$ cat config.mk
export PLATFORM = sky130hd
export DESIGN_NAME = m_shiftcounter_p_flat
export DESIGN_NICKNAME = d
export VERILOG_FILES = /design/src/rtl/m_shiftpkg.sv /design/src/rtl/m_shiftcounter_p_if.sv /design/src/rtl/m_shiftstep.sv /design/src/rtl/m_shiftcounter_p.sv /design/src/flat_wrapper.sv
export SDC_FILE = /design/constraint.sdc
export NUM_CORES = 1
export LEC_CHECK = 0
export CAP_MARGIN = 30
export CORE_ASPECT_RATIO = 1.1
export CORE_UTILIZATION = 35
export DETAILED_ROUTE_END_ITERATION = 6
export PLACE_DENSITY = 0.78
export SYNTH_ARGS = -nofsm -noshare
export SYNTH_HDL_FRONTEND = slang
export SYNTH_SLANG_ARGS = --single-unit
$ cat constraint.sdc
create_clock -name clk -period 1.79 [get_ports clk]
set_input_delay 0.358 -clock clk [delete_from_list [all_inputs] [get_ports clk]]
set_output_delay 0.358 -clock clk [all_outputs]
set_load 0.02 [all_outputs]
$ cat src/rtl/m_shiftpkg.sv
// Shared definitions for the midgetv shift sequencers.
//
// Contents:
//   SH_LOAD / SH_LDBYTE / SH_ADV / SH_HOLD : s_shift operation encodings.
//   ByteShift : left-shift applied to a byte offset to turn it into a bit
//               distance (one byte = 8 bits).
//   sh_op_e   : enum view of the operation code for debugging and decode.
package m_shiftpkg;

  localparam logic [1:0] SH_LOAD   = 2'b00;
  localparam logic [1:0] SH_LDBYTE = 2'b01;
  localparam logic [1:0] SH_ADV    = 2'b10;
  localparam logic [1:0] SH_HOLD   = 2'b11;

  localparam int unsigned ByteShift = 3;

  typedef enum logic [1:0] {
    OpLoad   = SH_LOAD,
    OpLdByte = SH_LDBYTE,
    OpAdv    = SH_ADV,
    OpHold   = SH_HOLD
  } sh_op_e;

endpackage

$ cat src/rtl/m_shiftcounter_p_if.sv
// Microcode <-> shift counter signal bundle.
//
// Signals:
//   s_shift    : operation code (see m_shiftpkg).
//   B          : load source, CNTW bits.
//   busy       : remaining count is non-zero.
//   coarse     : current step is a coarse (2^CSTEP) step.
//   lastshift  : the advance issued this cycle consumes the remaining count.
//   uflow      : sticky, an advance was issued with nothing left to shift.
//   dbg_rshcnt : remaining count, for debug visibility.
//
// Modports:
//   master : microcode sequencer side (drives op and operand).
//   slave  : shift counter side.
interface m_shiftcounter_p_if #(
  parameter int unsigned CNTW = 5
) ();

  logic [1:0]      s_shift;
  logic [CNTW-1:0] B;
  logic            busy;
  logic            coarse;
  logic            lastshift;
  logic            uflow;
  logic [CNTW-1:0] dbg_rshcnt;

  modport master (
    output s_shift,
    output B,
    input  busy,
    input  coarse,
    input  lastshift,
    input  uflow,
    input  dbg_rshcnt
  );

  modport slave (
    input  s_shift,
    input  B,
    output busy,
    output coarse,
    output lastshift,
    output uflow,
    output dbg_rshcnt
  );

endinterface

$ cat src/rtl/m_shiftstep.sv
// Step-size decode for a remaining-distance counter. Purely combinational.
//
// Given the current count, decides whether the next step may be a coarse
// step of 2^CSTEP bits (only when that cannot take the count below zero),
// and produces the step size and the decremented count.
//
// Ports:
//   cnt     in  CNTW  current remaining count
//   coarse  out 1     step is coarse (always 0 when CSTEP == 0)
//   stp     out CNTW  step size, 2^CSTEP or 1
//   cnt_nxt out CNTW  cnt - stp (only meaningful when cnt != 0)
module m_shiftstep #(
  parameter int unsigned CNTW  = 5,
  parameter int unsigned CSTEP = 0
) (
  input  logic [CNTW-1:0] cnt,
  output logic            coarse,
  output logic [CNTW-1:0] stp,
  output logic [CNTW-1:0] cnt_nxt
);

  localparam logic [CNTW-1:0] FineStp = CNTW'(1);

  if (CSTEP == 0) begin : g_fine_only
    // No coarse stepping: drop the compare entirely.
    assign coarse = 1'b0;
    assign stp    = FineStp;
  end else begin : g_coarse
    localparam logic [CNTW-1:0] CoarseStp = FineStp << CSTEP;
    // cnt >= 2^CSTEP is simply "any bit at or above CSTEP is set".
    assign coarse = |cnt[CNTW-1:CSTEP];
    assign stp    = coarse ? CoarseStp : FineStp;
  end

  assign cnt_nxt = cnt - stp;

endmodule

$ cat src/rtl/m_shiftcounter_p.sv
// Parametrised shift-amount sequencer for the microcoded shifter.
//
// Holds the remaining shift distance of a shift instruction. Microcode loads
// it (directly from B, or as a byte offset scaled to bits), then advances it
// one step per cycle. Steps are 2^CSTEP bits while at least that much
// remains, then single bits. The count saturates at zero; advancing at zero
// sets a sticky underflow flag that is cleared by the next load.
//
// Parameters:
//   CNTW  : counter width, max distance 2^CNTW-1; needs CNTW >= BYTEW+3.
//   BYTEW : width of the byte-offset field used by the byte load.
//   CSTEP : log2 of the coarse step; 0 disables coarse stepping; < CNTW.
//
// Ports:
//   clk   : clock, rising edge.
//   rst_n : asynchronous active-low reset; clears count and uflow.
//   sh    : m_shiftcounter_p_if.slave bundle (s_shift, B in; busy, coarse,
//           lastshift, uflow, dbg_rshcnt out). Interface CNTW must match.
module m_shiftcounter_p
  import m_shiftpkg::*;
#(
  parameter int unsigned CNTW  = 5,
  parameter int unsigned BYTEW = 2,
  parameter int unsigned CSTEP = 0
) (
  input logic               clk,
  input logic               rst_n,
  m_shiftcounter_p_if.slave sh
);

  logic [CNTW-1:0] cnt_q, cnt_d;
  logic            uflow_q, uflow_d;
  logic [CNTW-1:0] stp;
  logic [CNTW-1:0] cnt_dec;
  logic [CNTW-1:0] byte_cnt;
  logic            coarse;
  logic            busy;
  logic            adv;

  m_shiftstep #(
    .CNTW  (CNTW),
    .CSTEP (CSTEP)
  ) u_step (
    .cnt     (cnt_q),
    .coarse  (coarse),
    .stp     (stp),
    .cnt_nxt (cnt_dec)
  );

  assign busy     = (cnt_q != '0);
  assign adv      = (sh.s_shift == SH_ADV);
  // Byte offset to bit distance; upper bits of B are deliberately ignored.
  assign byte_cnt = CNTW'(sh.B[BYTEW-1:0]) << ByteShift;

  always_comb begin
    cnt_d   = cnt_q;
    uflow_d = uflow_q;
    unique case (sh.s_shift)
      SH_LOAD: begin
        cnt_d   = sh.B;
        uflow_d = 1'b0;
      end
      SH_LDBYTE: begin
        cnt_d   = byte_cnt;
        uflow_d = 1'b0;
      end
      SH_ADV: begin
        // Saturate at zero; the step decode never overshoots.
        if (busy) begin
          cnt_d = cnt_dec;
        end else begin
          uflow_d = 1'b1;
        end
      end
      SH_HOLD: begin
        cnt_d   = cnt_q;
        uflow_d = uflow_q;
      end
      default: begin
        cnt_d   = cnt_q;
        uflow_d = uflow_q;
      end
    endcase
  end

  always_ff @(posedge clk or negedge rst_n) begin
    if (!rst_n) begin
      cnt_q   <= '0;
      uflow_q <= 1'b0;
    end else begin
      cnt_q   <= cnt_d;
      uflow_q <= uflow_d;
    end
  end

  assign sh.busy       = busy;
  assign sh.coarse     = coarse;
  // Decoded from the register in the request cycle so microcode can branch
  // on it with no added latency.
  assign sh.lastshift  = adv && busy && (cnt_q == stp);
  assign sh.uflow      = uflow_q;
  assign sh.dbg_rshcnt = cnt_q;

endmodule

$ cat src/flat_wrapper.sv
// flat-port wrapper written by rule: the top's interface ports become plain ports
module m_shiftcounter_p_flat import m_shiftpkg::*;
#(
  parameter int unsigned CNTW  = 5,
  parameter int unsigned BYTEW = 2,
  parameter int unsigned CSTEP = 0
)
  (clk, rst_n, sh_s_shift, sh_B, sh_busy, sh_coarse, sh_lastshift, sh_uflow, sh_dbg_rshcnt);
  m_shiftcounter_p_if #(.CNTW(CNTW)) sh_i ();
  input logic clk;
  input logic rst_n;
  input wire logic [$bits(sh_i.s_shift)-1:0] sh_s_shift;
  input wire logic [$bits(sh_i.B)-1:0] sh_B;
  output wire logic [$bits(sh_i.busy)-1:0] sh_busy;
  output wire logic [$bits(sh_i.coarse)-1:0] sh_coarse;
  output wire logic [$bits(sh_i.lastshift)-1:0] sh_lastshift;
  output wire logic [$bits(sh_i.uflow)-1:0] sh_uflow;
  output wire logic [$bits(sh_i.dbg_rshcnt)-1:0] sh_dbg_rshcnt;
  assign sh_i.s_shift = sh_s_shift;
  assign sh_i.B = sh_B;
  assign sh_busy = sh_i.busy;
  assign sh_coarse = sh_i.coarse;
  assign sh_lastshift = sh_i.lastshift;
  assign sh_uflow = sh_i.uflow;
  assign sh_dbg_rshcnt = sh_i.dbg_rshcnt;
  m_shiftcounter_p #(.CNTW(CNTW), .BYTEW(BYTEW), .CSTEP(CSTEP)) u_core (.clk(clk), .rst_n(rst_n), .sh(sh_i));
endmodule
==> impl_metrics.prom, run 1 <==
# TYPE chip_impl_metric gauge
chip_impl_metric{name="crit_path_max_fanout",unit=""} 2
chip_impl_metric{name="die_area",unit="sq um"} 1590
chip_impl_metric{name="fp.coreArea",unit="sq um"} 1250
chip_impl_metric{name="rows",unit=""} 13
chip_impl_info{name="layout_commonest_cell",value="buf_4"} 1
chip_impl_metric{name="postSynthRegisterBits",unit=""} 6
chip_impl_metric{name="fp.dieH",unit="microns"} 41.7
chip_impl_metric{name="post_cts_hold_buffer_count",unit=""} 0
chip_impl_metric{name="p_per_area",unit="nW/um^2"} 790
chip_impl_info{name="worst_path_dominant_cell_family",value="simple AND/OR/NAND/NOR gates"} 1
chip_impl_metric{name="firstDrtPassIters",unit=""} 4
chip_impl_metric{name="synthesis.yosys.warnings",unit=""} 0
chip_impl_metric{name="synth.cell_area",unit="sq um"} 500
chip_impl_metric{name="placement.cell_area",unit="sq um"} 818
chip_impl_info{name="root_buffer",value="clkbuf_4"} 1
chip_impl_metric{name="floorplan.io_pins",unit=""} 18
chip_impl_info{name="grt_setup_unrepaired",value="yes"} 1
chip_impl_metric{name="number_of_buffers_created_by_cts",unit=""} 3
chip_impl_info{name="path_class",value="reg2out"} 1
chip_impl_metric{name="h_tree_levels",unit=""} 1
chip_impl_info{name="tritoncts_clock_tree",value="done"} 1
chip_impl_metric{name="irDropWorstVdd",unit="V"} 0.000510
chip_impl_info{name="crit_path_top_delay_cell",value="or4b_4"} 1
chip_impl_metric{name="postSynthCellCount",unit=""} 54
chip_impl_metric{name="pin_count_of_the_biggest_net_entering_global_routing",unit=""} 11
chip_impl_metric{name="route.detailed.drc",unit=""} 0
chip_impl_info{name="timing.critical_path.cells",value="inv_2, ha_4, or4b_4, buf_6"} 1
chip_impl_metric{name="numClockSinks",unit=""} 6
chip_impl_metric{name="mappedNetlistNets",unit=""} 68
chip_impl_metric{name="cp_peak_stage_delay",unit="ps"} 460
chip_impl_metric{name="finalCriticalPeriod",unit="ps"} 1830
chip_impl_metric{name="critical_path_buf_inv_count",unit=""} 2
chip_impl_metric{name="timing.final.ws_setup",unit="ps"} -35.1
chip_impl_metric{name="globalplace.congestion",unit=""} 0.873
chip_impl_metric{name="cp.required",unit="ps"} 1430
chip_impl_metric{name="postLayoutCellArea",unit="sq um"} 858
chip_impl_info{name="hold_path_class",value="in2async"} 1
chip_impl_info{name="worstSetupStartpointType",value="flop"} 1
chip_impl_metric{name="wl",unit="microns"} 1310
chip_impl_metric{name="grt_util_all_layers",unit=""} 0.207
chip_impl_metric{name="final_number_of_setup_violating_endpoints",unit=""} 2
chip_impl_info{name="final_cell_mix",value="buf_4, clkdlybuf4s50_1, nand2_1, inv_1, dfrtp_1"} 1
chip_impl_metric{name="num_vias",unit=""} 549
chip_impl_metric{name="clk-insertion-delay-late",unit="ps"} 250
chip_impl_info{name="run_status",value="complete, but fails checks"} 1
chip_impl_metric{name="finClkSkew",unit="ps"} 2.76
chip_impl_metric{name="post_cts_clock_slew_at_the_launch_and_capture_registers_of_the_worst_setup_and_hold_paths",unit="ps"} 50
chip_impl_metric{name="finalHoldViolations",unit=""} 0
chip_impl_metric{name="grt_pass1_vias",unit=""} 541
chip_impl_metric{name="layout-area-overhead-vs-synth",unit="%"} 71.5
chip_impl_metric{name="via_per_inst",unit=""} 5.23
chip_impl_metric{name="buffer_ports.inserted",unit=""} 16
chip_impl_metric{name="critical_path_depth",unit=""} 4
chip_impl_metric{name="number_of_max_capacitance_violations_reported",unit=""} 0
chip_impl_metric{name="grt_first_pass_wirelength",unit="microns"} 2290
chip_impl_metric{name="setup_total_negative_slack",unit="ps"} -53.5
chip_impl_metric{name="power.static_leakage",unit="nW"} 0.414
chip_impl_metric{name="antenna_left",unit=""} 0
chip_impl_metric{name="dp.final_hpwl",unit="microns"} 1020
chip_impl_metric{name="cts.path.max_buffers",unit=""} 2
chip_impl_metric{name="drive_gt1_frac",unit=""} 0.389
chip_impl_metric{name="fin_nets",unit=""} 105
chip_impl_metric{name="placed_cells_incl_taps",unit=""} 101
chip_impl_metric{name="synth_area_per_cell",unit="sq um"} 9.27
chip_impl_metric{name="arrival_worst_endpoint",unit="ps"} 1470
chip_impl_metric{name="wl_per_cell",unit="microns"} 12.4
chip_impl_metric{name="postCtsSetupRepairBufs",unit=""} 0
chip_impl_metric{name="yosysSeqAreaShare",unit=""} 0.300
chip_impl_metric{name="period_share",unit=""} 1.02
chip_impl_metric{name="start_util",unit=""} 0.400
chip_impl_metric{name="fmax",unit="MHz"} 548
chip_impl_info{name="worst_setup_path_end_kind",value="output port"} 1
chip_impl_info{name="failed_checks",value="negative setup slack"} 1
chip_impl_metric{name="first_iter_violations",unit=""} 17
chip_impl_metric{name="layout.cells.non_filler",unit=""} 105
chip_impl_metric{name="fp.dieW",unit="microns"} 38.1
chip_impl_metric{name="minimum_setup_slack_after_placement",unit="ps"} -628
chip_impl_metric{name="timing.final.max_slew_violations",unit=""} 0
chip_impl_metric{name="ff2ff_path_depth",unit=""} 6
chip_impl_metric{name="grt_antenna_before_repair",unit=""} 0
chip_impl_metric{name="ys_types",unit=""} 31
chip_impl_metric{name="insertedDiodeCount",unit=""} 0
chip_impl_metric{name="grt-ovfl-total",unit=""} 0
[sequential cells by signal (all words and copies together) (netlist names)]
signal	cells
u_core.sh.dbg_rshcnt	5
u_core.sh.uflow	1
[what timing repair did]
action	CTS	global route
pin swaps	2	1
endpoints found under the setup margin	4	5
gates resized for setup	16	3
[path summary, 6_finish.rpt]
path                                         start                 endpoint  slack [ps]
setup / recovery           u_core.sh.dbg_rshcnt[1]                  sh_busy         -40
min in group clk                   u_core.sh.uflow          u_core.sh.uflow         500
setup reg to reg           u_core.sh.dbg_rshcnt[1]  u_core.sh.dbg_rshcnt[3]         -20
hold / removal                               rst_n  u_core.sh.dbg_rshcnt[4]         360
hold reg to reg                    u_core.sh.uflow          u_core.sh.uflow         500
max in group asynchronous                    rst_n  u_core.sh.dbg_rshcnt[0]        1180
[synthesized netlist by cell type]
cell | n | share of area
buf_4 | 1 | 0.015
o22a_1 | 1 | 0.018
o31a_1 | 1 | 0.018
nor2_1 | 1 | 0.0075
a21oi_1 | 1 | 0.010
clkbuf_1 | 1 | 0.0075
nor3_1 | 1 | 0.010
mux2i_1 | 1 | 0.020
and2_2 | 1 | 0.015
nor4_1 | 1 | 0.013
nand3b_1 | 2 | 0.030
a21boi_0 | 1 | 0.015
nand2_1 | 5 | 0.038
a221o_1 | 1 | 0.020
and4bb_2 | 1 | 0.025
a221oi_1 | 1 | 0.018
nor2b_1 | 1 | 0.013
nor4bb_1 | 1 | 0.020
or4b_4 | 1 | 0.027
mux2_2 | 1 | 0.022
dfrtp_1 | 6 | 0.30
a32o_1 | 1 | 0.020
a2bb2oi_1 | 1 | 0.018
nand2b_1 | 2 | 0.025
ha_1 | 5 | 0.13
a311o_1 | 1 | 0.020
o21ai_0 | 3 | 0.030
conb_1 | 1 | 0.0075
nor3b_1 | 1 | 0.015
inv_1 | 6 | 0.045
a31o_1 | 2 | 0.035
[metal layers]
layer,track usage,part of all wire,vias to the layer above
li1,-,-,271
met1,0.223,0.43,257
met2,0.346,0.51,19
met3,0.0802,0.044,2
met4,0.0857,0.012,0
met5,0,0,-
[metrics by stage]
stage	power, mW	hold WS, ps	util
after global routing	0.730	374	0.685
after detailed placement	0.529	494	0.653
after CTS	0.683	365	0.677
after global placement	0.522	483	0.653
after floorplan	0.345	62.4	-
final	0.678	358	0.685
[final cells by class]
type | instances | area [sq um]
Multi-Input combinational cell | 40 | 344
Tap cell | 15 | 18.8
Clock buffer | 4 | 26.3
Sequential cell | 6 | 153
Inverter | 6 | 22.5
Fill cell | 103 | 394
Timing Repair Buffer | 34 | 294
[kinds of logic after synthesis]
| group | Yosys count | share of synthesized area |
|---|---|---|
| DFF | 6 | 0.300 |
| muxes | 2 | 0.0425 |
| buffers and inverters | 8 | 0.0675 |
| adders and majority gates | 5 | 0.125 |
| AOI/OAI and AO/OA | 14 | 0.220 |
| and+or+nand+nor | 18 | 0.237 |
| other | 1 | 0.00749 |
[power by group]
| group | internal (mW) | switching (mW) |
|---|---|---|
| clock | 0.0851 | 0.0596 |
| sequential | 0.159 | 0.0177 |
| combinational | 0.201 | 0.156 |
| total | 0.445 | 0.233 |
No activity file was read; power rests on OpenSTA's default activity.
==> inputs of run 2 (changes only) <==
--- a/config.mk
+++ b/config.mk
@@ -9,6 +9,7 @@
 export CORE_ASPECT_RATIO = 1.1
 export CORE_UTILIZATION = 35
 export DETAILED_ROUTE_END_ITERATION = 6
+export HOLD_SLACK_MARGIN = 0.08
 export PLACE_DENSITY = 0.78
 export SYNTH_ARGS = -nofsm -noshare
 export SYNTH_HDL_FRONTEND = slang
==> results of run 2 <==
The final DEF is identical to that of run 1; final timing and power are the same.
==> inputs of run 3 (changes only) <==
--- a/config.mk
+++ b/config.mk
@@ -9,8 +9,9 @@
 export CORE_ASPECT_RATIO = 1.1
 export CORE_UTILIZATION = 35
 export DETAILED_ROUTE_END_ITERATION = 6
-export HOLD_SLACK_MARGIN = 0.08
+export MAX_ROUTING_LAYER = met4
 export PLACE_DENSITY = 0.78
 export SYNTH_ARGS = -nofsm -noshare
 export SYNTH_HDL_FRONTEND = slang
 export SYNTH_SLANG_ARGS = --single-unit
+export TNS_END_PERCENT = 5
==> run 3 against run 2 <==
  * The flow still finishes with violations (negative setup slack)
  * Sequential share of layout area did not move
  * Critical endpoint unchanged
  * Via count fell by 0.36%
  * Power barely moved
  * Hold slack got worse by 0.81 ps
==> impl_metrics.prom, run 3 (synthesis gave the netlist of run 1 again) <==
# TYPE chip_impl_metric gauge
chip_impl_metric{name="via_per_inst",unit=""} 5.21
chip_impl_info{name="final_cell_mix",value="buf_4, clkdlybuf4s50_1, nand2_1, inv_1, dfrtp_1"} 1
chip_impl_metric{name="finClkSkew",unit="ps"} 2.92
chip_impl_metric{name="dp.final_hpwl",unit="microns"} 1020
chip_impl_metric{name="timing.final.ws_setup",unit="ps"} -36.6
chip_impl_metric{name="start_util",unit=""} 0.400
chip_impl_metric{name="p_per_area",unit="nW/um^2"} 791
chip_impl_metric{name="post_cts_clock_slew_at_the_launch_and_capture_registers_of_the_worst_setup_and_hold_paths",unit="ps"} 50
chip_impl_info{name="failed_checks",value="negative setup slack"} 1
chip_impl_metric{name="globalplace.congestion",unit=""} 0.888
chip_impl_metric{name="numClockSinks",unit=""} 6
chip_impl_metric{name="power.total",unit="mW"} 0.679
chip_impl_metric{name="die_area",unit="sq um"} 1590
chip_impl_metric{name="num_vias",unit=""} 547
chip_impl_info{name="crit_path_top_delay_cell",value="or4b_4"} 1
chip_impl_metric{name="insertedDiodeCount",unit=""} 0
chip_impl_metric{name="h_tree_levels",unit=""} 1
chip_impl_metric{name="floorplan.io_pins",unit=""} 18
chip_impl_metric{name="layout.cells.non_filler",unit=""} 105
chip_impl_info{name="path_class",value="reg2out"} 1
chip_impl_metric{name="number_of_buffers_created_by_cts",unit=""} 3
chip_impl_info{name="run_status",value="complete, but fails checks"} 1
chip_impl_metric{name="layout-area-overhead-vs-synth",unit="%"} 71.5
chip_impl_metric{name="arrival_worst_endpoint",unit="ps"} 1470
chip_impl_metric{name="finalCriticalPeriod",unit="ps"} 1830
chip_impl_metric{name="buffer_ports.inserted",unit=""} 16
chip_impl_metric{name="number_of_max_capacitance_violations_reported",unit=""} 0
chip_impl_metric{name="power.static_leakage",unit="nW"} 0.414
chip_impl_info{name="hold_path_class",value="in2async"} 1
chip_impl_metric{name="period_share",unit=""} 1.02
chip_impl_metric{name="timing.final.max_slew_violations",unit=""} 0
chip_impl_metric{name="cts.path.max_buffers",unit=""} 2
chip_impl_metric{name="wl",unit="microns"} 1320
chip_impl_metric{name="irDropWorstVdd",unit="V"} 0.000511
chip_impl_info{name="worst_setup_path_end_kind",value="output port"} 1
chip_impl_info{name="worstSetupStartpointType",value="flop"} 1
chip_impl_metric{name="grt_pass1_vias",unit=""} 545
chip_impl_metric{name="clk-insertion-delay-late",unit="ps"} 250
chip_impl_metric{name="finalHoldViolations",unit=""} 0
chip_impl_metric{name="route.detailed.drc",unit=""} 0
chip_impl_info{name="timing.critical_path.cells",value="inv_2, ha_4, or4b_4, buf_6"} 1
chip_impl_metric{name="grt-ovfl-total",unit=""} 0
chip_impl_metric{name="grt_antenna_before_repair",unit=""} 0
chip_impl_metric{name="postCtsSetupRepairBufs",unit=""} 0
chip_impl_info{name="layout_commonest_cell",value="buf_4"} 1
chip_impl_metric{name="first_iter_violations",unit=""} 17
chip_impl_info{name="root_buffer",value="clkbuf_4"} 1
chip_impl_metric{name="pin_count_of_the_biggest_net_entering_global_routing",unit=""} 11
chip_impl_metric{name="fp.dieH",unit="microns"} 41.7
chip_impl_metric{name="wl_per_cell",unit="microns"} 12.6
chip_impl_metric{name="fin_nets",unit=""} 105
chip_impl_metric{name="fmax",unit="MHz"} 547
chip_impl_metric{name="cp_peak_stage_delay",unit="ps"} 460
chip_impl_metric{name="fp.coreArea",unit="sq um"} 1250
chip_impl_info{name="grt_setup_unrepaired",value="yes"} 1
chip_impl_metric{name="largest_register_ff_count",unit=""} 5
chip_impl_info{name="tritoncts_clock_tree",value="done"} 1
chip_impl_metric{name="post_cts_hold_buffer_count",unit=""} 0
chip_impl_metric{name="setup_total_negative_slack",unit="ps"} -55.7
chip_impl_metric{name="placed_cells_incl_taps",unit=""} 101
chip_impl_metric{name="antenna_left",unit=""} 0
chip_impl_metric{name="final_number_of_setup_violating_endpoints",unit=""} 2
chip_impl_metric{name="fp.dieW",unit="microns"} 38.1
chip_impl_metric{name="cp.required",unit="ps"} 1430
chip_impl_metric{name="grt_util_all_layers",unit=""} 0.212
chip_impl_metric{name="crit_path_max_fanout",unit=""} 2
chip_impl_metric{name="drive_gt1_frac",unit=""} 0.389
chip_impl_metric{name="grt_first_pass_wirelength",unit="microns"} 2300
chip_impl_metric{name="rows",unit=""} 13
chip_impl_metric{name="firstDrtPassIters",unit=""} 4
-- run 3: cell counts in the layout (fill, tap and decap cells not counted) --
Identical to the previous run, type by type.
-- run 3: routing by layer --
metal,up-vias,wire length [microns],part of all wire,track usage
li1,271,-,-,-
met1,253,571,0.43,0.223
met2,21,673,0.51,0.346
met3,2,59,0.045,0.0802
met4,0,16,0.012,0.0857
met5,-,0,0,-
-- run 3: layout make-up --
type	instances	area [sq um]
well taps	15	18.8
fillers	103	394
multi-input cells	40	344
repair buffers	34	294
clock buffers	4	26.3
inverters	6	22.5
flip-flops and latches	6	153
-- run 3: final timing paths --
kind	slack [ps]	cells past startpoint	start	to
setup / recovery	-40	4	u_core.sh.dbg_rshcnt[1]	sh_busy
hold / removal	360	1	rst_n	u_core.sh.dbg_rshcnt[4]
setup reg to reg	-20	6	u_core.sh.dbg_rshcnt[1]	u_core.sh.dbg_rshcnt[3]
hold reg to reg	500	1	u_core.sh.uflow	u_core.sh.uflow
max in group asynchronous	1180	1	rst_n	u_core.sh.dbg_rshcnt[0]
min in group clk	500	1	u_core.sh.uflow	u_core.sh.uflow
-- run 3: where the power goes --
group	internal (mW)	total, mW	switching [mW]
sequential	0.159	0.177	0.0178
combinational	0.201	0.356	0.156
clock	0.0852	0.145	0.0600
-- run 3: what timing repair did --
item / in CTS / in global routing
resized for setup: 14 / 5
endpoints found under the setup margin: 4 / 5
endpoints found under the hold margin: 0 / 0
pin swaps: 2 / 1
-- run 3: worst max-delay path: cells and delay by family (launching register included) --
| kind | cells | cell delay, ps |
|---|---|---|
| adder cells (fa/ha/maj) | 1 | 130 |
| flip-flops | 1 | 400 |
| buffers and inverters | 2 | 230 |
| AND/OR/NAND/NOR | 1 | 460 |
-- run 3: through the flow --
| step | instance area, sq um | setup WS, ps | utilization | hold slack [ps] |
|---|---|---|---|---|
| after floorplan | 515 | -6.03 | - | 62.4 |
| after global placement | 818 | -592 | 0.653 | 483 |
| final | 858 | -36.6 | 0.685 | 357 |
| after detailed placement | 818 | -628 | 0.653 | 494 |
| after global routing | 858 | -83.1 | 0.685 | 374 |
| after CTS | 842 | -64.7 | 0.672 | 365 |
